==> config.mk <==
export PLATFORM = sky130hd
export DESIGN_NAME = reg_file_sb
export DESIGN_NICKNAME = d
export VERILOG_FILES = /design/src/rtl/reg_file_sb.sv
export SDC_FILE = /design/constraint.sdc
export NUM_CORES = 1
export LEC_CHECK = 0
export CORE_UTILIZATION = 36
export DETAILED_ROUTE_END_ITERATION = 7
export GPL_ROUTABILITY_DRIVEN = 0
export GPL_TIMING_DRIVEN = 0
export PLACE_DENSITY = 0.62
export SYNTH_ARGS = -nofsm -noshare
export SYNTH_HDL_FRONTEND = slang
export SYNTH_SLANG_ARGS = --single-unit
==> constraint.sdc <==
create_clock -name clk -period 3.3 [get_ports clk]
set_input_delay 0.825 -clock clk [delete_from_list [all_inputs] [get_ports clk]]
set_output_delay 0.825 -clock clk [all_outputs]
set_load 0.02 [all_outputs]
==> src/rtl/reg_file_sb.sv <==
// 8 x 16-bit register file with a pending-write scoreboard that stalls issue on RAW/full hazards.
// Optional feature macro: RF_BYPASS_EN (write-back forwarded to rf_out and hazard check in the wb cycle).
module reg_file_sb #(
    parameter int unsigned PEND_W = 2
) (
    input  logic         clk,
    input  logic         rst_n,
    input  logic [15:0]  ir,
    input  logic         iss_valid,
    output logic         iss_go,
    output logic         stall,
    input  logic         wb_we,
    input  logic [2:0]   wb_addr,
    input  logic [15:0]  wb_data,
    output logic [127:0] rf_out,
    output logic [7:0]   pend,
    output logic         sb_err
);

    localparam int unsigned NREG = 8;
    localparam int unsigned DW   = 16;
    localparam int unsigned AW   = 3;
    localparam logic [PEND_W-1:0] CNT_MAX = '1;

    logic [DW-1:0]     regs_q [NREG];
    logic [PEND_W-1:0] cnt_q  [NREG];
    logic [PEND_W-1:0] cnt_d  [NREG];
    logic [PEND_W-1:0] eff_cnt[NREG];
    logic [NREG-1:0]   pend_q;
    logic              sb_err_q;
    logic              sb_err_d;
    logic [NREG-1:0]   inc_v;
    logic [NREG-1:0]   dec_v;
    logic [AW-1:0]     ra;
    logic [AW-1:0]     rb;
    logic [AW-1:0]     dst;
    logic              raw_a;
    logic              raw_b;
    logic              full;

    // Hazard detection; a source retiring this cycle is forgiven only with bypass.
    always_comb begin
        ra  = ir[13:11];
        rb  = ir[10:8];
        dst = ir[13:11];
        for (int unsigned i = 0; i < NREG; i++) begin
            eff_cnt[i] = cnt_q[i];
        end
`ifdef RF_BYPASS_EN
        if (wb_we && (cnt_q[wb_addr] != '0)) begin
            eff_cnt[wb_addr] = cnt_q[wb_addr] - PEND_W'(1);
        end
`endif
        raw_a  = (eff_cnt[ra] != '0);
        raw_b  = (eff_cnt[rb] != '0);
        full   = (cnt_q[dst] == CNT_MAX) && !(wb_we && (wb_addr == dst));
        stall  = rst_n && iss_valid && (raw_a || raw_b || full);
        iss_go = rst_n && iss_valid && !(raw_a || raw_b || full);
    end

    // Per-register pending counters; matched inc/dec cancel, dec at zero flags an error.
    always_comb begin
        sb_err_d = sb_err_q;
        inc_v    = '0;
        dec_v    = '0;
        for (int unsigned i = 0; i < NREG; i++) begin
            inc_v[i] = iss_go && (dst == AW'(i));
            dec_v[i] = wb_we && (wb_addr == AW'(i));
            cnt_d[i] = cnt_q[i];
            if (inc_v[i] && !dec_v[i]) begin
                cnt_d[i] = cnt_q[i] + PEND_W'(1);
            end else if (dec_v[i] && !inc_v[i]) begin
                if (cnt_q[i] == '0) begin
                    sb_err_d = 1'b1;
                end else begin
                    cnt_d[i] = cnt_q[i] - PEND_W'(1);
                end
            end
        end
    end

    always_ff @(posedge clk) begin
        if (!rst_n) begin
            for (int unsigned i = 0; i < NREG; i++) begin
                regs_q[i] <= '0;
                cnt_q[i]  <= '0;
            end
            pend_q   <= '0;
            sb_err_q <= 1'b0;
        end else begin
            if (wb_we) begin
                regs_q[wb_addr] <= wb_data;
            end
            for (int unsigned i = 0; i < NREG; i++) begin
                cnt_q[i]  <= cnt_d[i];
                pend_q[i] <= (cnt_d[i] != '0);
            end
            sb_err_q <= sb_err_d;
        end
    end

    // Flat register image, held at zero while reset is asserted.
    always_comb begin
        for (int unsigned i = 0; i < NREG; i++) begin
            rf_out[i*DW +: DW] = regs_q[i];
        end
`ifdef RF_BYPASS_EN
        if (wb_we) begin
            rf_out[{wb_addr, 4'b0000} +: DW] = wb_data;
        end
`endif
        if (!rst_n) begin
            rf_out = '0;
        end
    end

    assign pend   = pend_q;
    assign sb_err = sb_err_q;

endmodule
==> results.yml <==
hold_path:
  hp-start: "cnt_q[4][0]"
  holdPathEnd: "cnt_q[4][0]"
  hold_path_class: "reg2reg"
  hold_depth: 1
setup_path:
  rr_worst_depth: 9
  crit_required_ns: 2.47
  start_kind: "primary input"
  endpoint_kind: "output port"
  slowest_stage: "clkdlybuf4s50_1"
  r2r_slack_ns: 0.59
  reg2reg_from: "cnt_q[3][0]"
  crit_path_max_incr_delay_ns: 0.51
  crit_top_cell: "buf_4"
  critPathTopFamily: "buffers and inverters"
  r2r-end: "sb_err"
  crit_chain: "clkdlybuf4s50_1 > buf_4 > buf_4 > buf_4 > and2_1 > clkdlybuf4s15_2"
  critPathMaxFanout: 10
  path_buf_inv: 5
  crit_type: "in2out"
  cp_data_arrival_time_ns: 2.42
sta:
  worst_pin_slew_ns: 0.890
  period_minus_slack_ns: 3.24
  fin_crit_sh_pct: 98.3
  hold_violations: 0
  max-slew-margin-rel_pct: 40.2
  drv_slew: 0
  rsz0062_at_grt: "no"
  fmax_mhz: 308
  skew_ns: 0.00562
  setup_viol: 0
cts:
  ctsHoldBuffers: 0
  clk_pin_slew_ns: 0.06
  cts_buffers: 17
  cts-root-buf: "clkbuf_16"
  cts_buffer_depth: 2
  clock_latency_ns: 0.42
  cts_max_level: 4
  clock-sinks: 153
  cts_tree: "yes"
pwr:
  p_int_w: 0.00351
  combPwrFrac_pct: 12.6
  switchingPower_w: 0.00126
  p_leak_nw: 4.03
  power_w: 0.00477
  p_clk_share_pct: 40.6
  seqPwrFrac_pct: 46.7
  peakVddDrop_mv: 0.380
  power.density_nw_per_um2: 469
  swShare_pct: 26.5
grt:
  grt_overflow: 0
  antenna_found_initial: 0
  grt_pass1_vias: 5301
  grt_max_degree: 17
  track_usage_pct: 19.0
  grt_pass1_wl_mm: 30.7
die:
  fp-row-count: 52
  ios: 178
  die-height_um: 148
  die_w_um: 148
  dieArea_um2: 21800
  initial_utilization_pct: 37.2
  core_um2: 20500
placement:
  numPortBuffers: 164
  dp_hpwl_mm: 14.7
  post-place-cells: 1105
outcome:
  status: "complete, no violations"
layout:
  n_antenna_cell: 0
  layout.cells.non_filler: 1137
  drive_above_1_share_pct: 16.0
  nets: 917
  n_fill_cell: 1905
  area_growth_pct: 33.3
logic_synthesis:
  synthDistinctLibCells: 46
  synth_seq_area_share_pct: 57.0
  synthFlopType: "edfxtp_1"
  ys_warn_count: 0
  syn-instance-count: 671
  synth_edf_count: 128
  syn-num-nets: 734
  syn_avg_cell_area_um2: 11.4
  ys_ff_latch: 153
  syn_area_um2: 7630
  synthArstFlopShare_pct: 0
detailed_routing:
  drt-wirelength-per-cell_um: 17.8
  num_vias: 5374
  drt-vias-per-instance: 4.73
  drt-pass1-iter-count: 4
  drtIter0Drc: 307
  drc: 0
  ant_nets: 0
  drt_wl_total_mm: 20.3
job:
  drv_cap: 0
## repair_timing
item                       4_1_cts  5_1_grt
buffers inserted                 1        0
setup endpoints to repair      163      125
pin swaps                        0        1
gates resized for setup        277       88
## placed cells by master, fill, tap and decap left out, types with 4 or more instances in the layout
master	synthesis	routed
o211ai_1	6	6
clkbuf_4	0	7
ha_1	24	24
nand2_1	22	22
or3_1	4	4
inv_1	21	20
clkbuf_2	0	26
or2_2	5	5
nor2_1	28	28
and2_1	263	262
a21oi_1	10	9
edfxtp_1	128	128
clkbuf_1	31	15
clkdlybuf4s15_2	0	40
nand3_1	9	9
buf_4	0	7
dlygate4sd2_1	0	13
nand2b_1	5	5
clkdlybuf4s15_1	0	50
mux2i_1	13	13
o21ai_0	13	11
clkdlybuf4s50_1	0	32
clkbuf_16	0	17
dfxtp_1	25	25
nor3_1	13	13
inv_6	0	6
buf_2	3	7
and3_1	8	8
## final cells by class
type | count | area, um^2 | share of cell area [%]
Buffer | 34 | 198 | 1.94
Clock buffer | 18 | 429 | 4.22
Clock inverter | 14 | 153 | 1.50
Inverter | 21 | 78.8 | 0.775
Multi-Input combinational cell | 462 | 3080 | 30.3
Sequential cell | 153 | 4340 | 42.7
Tap cell | 270 | 338 | 3.32
Timing Repair Buffer | 165 | 1550 | 15.2
## power groups by stage
stage	Sequential (W)	Clock (W)	Combinational, W
final	0.00223	0.00194	0.000604
after global routing	0.00224	0.00204	0.000647
after CTS	0.00223	0.00196	0.000610
after detailed placement	0.00227	0	0.000650
after global placement	0.00227	0	0.000650
after floorplan	0.00227	0	0.000317
## sequential cells by signal, indices dropped and copies added (netlist names)
register  cells
pend          8
cnt_q        16
regs_q      128
sb_err        1
## metrics by stage
step | setup TNS, ns | worst slack [ns] | utilization [%] | cell area (um^2) | hold WS [ns]
after detailed placement | -167.59 | -1.07 | 46.9 | 9610 | 0.614
after global placement | -186.94 | -1.08 | 46.9 | 9610 | 0.612
final | 0 | 0.0557 | 49.6 | 10200 | 0.627
after floorplan | 0 | 0.367 | - | 7630 | 0.569
after global routing | 0 | 0.00174 | 49.6 | 10200 | 0.661
after CTS | -0.316 | -0.0500 | 49.9 | 10200 | 0.629
## routing by layer
metal | global-route usage [%] | vias to the layer above | wire length (um)
met5 | 0 | - | 0
met4 | 8.51 | 0 | 544
met3 | 4.07 | 29 | 1050
met2 | 29.6 | 162 | 9320
met1 | 25.5 | 2533 | 9350
li1 | - | 2650 | -
## worst max path at each step
stage	startpoint	cells past startpoint	end	slack, ns
detailed placement	rst_n	6	rf_out[62]	-1.07
global placement	rst_n	6	rf_out[127]	-1.08
global route	rst_n	6	rf_out[53]	0.002
floorplan	ir[8]	4	stall	0.37
CTS	rst_n	6	rf_out[81]	-0.05
finish	rst_n	6	rf_out[82]	0.06
## cell usage after synthesis, types with 2 or more instances
cell type,count,area [um^2]
nor4_1,2,12.5
nand4b_1,2,17.5
a211oi_1,2,15.0
o311a_1,2,20.0
or2_2,5,31.3
nand4_1,2,12.5
nand2b_1,5,31.3
nand2_1,22,82.6
or4_1,3,22.5
nor2b_1,2,12.5
mux4_2,2,45.0
o211a_1,2,20.0
nor3_1,13,65.1
o21a_1,2,15.0
nand3_1,9,45.0
mux2_2,3,33.8
a21oi_1,10,50.1
nor2_1,28,105
o21ai_0,13,65.1
inv_1,21,78.8
and3_1,8,50.1
ha_1,24,300
or3_1,4,25.0
and2_1,263,1650
buf_2,3,15.0
clkbuf_1,31,116
o211ai_1,6,45.0
edfxtp_1,128,3840
mux2i_1,13,130
dfxtp_1,25,500
## cells by family after synthesis
kind of cell / count (synthesis) / share of synthesized area [%]
AND/OR/NAND/NOR: 373 / 28.9
buffers and inverters: 56 / 2.90
flip-flops: 153 / 57.0
multiplexers: 18 / 2.74
AO/OA/AOI/OAI: 47 / 4.53
adder cells (fa/ha/maj): 24 / 3.94
(Power assumes the default switching activity.)
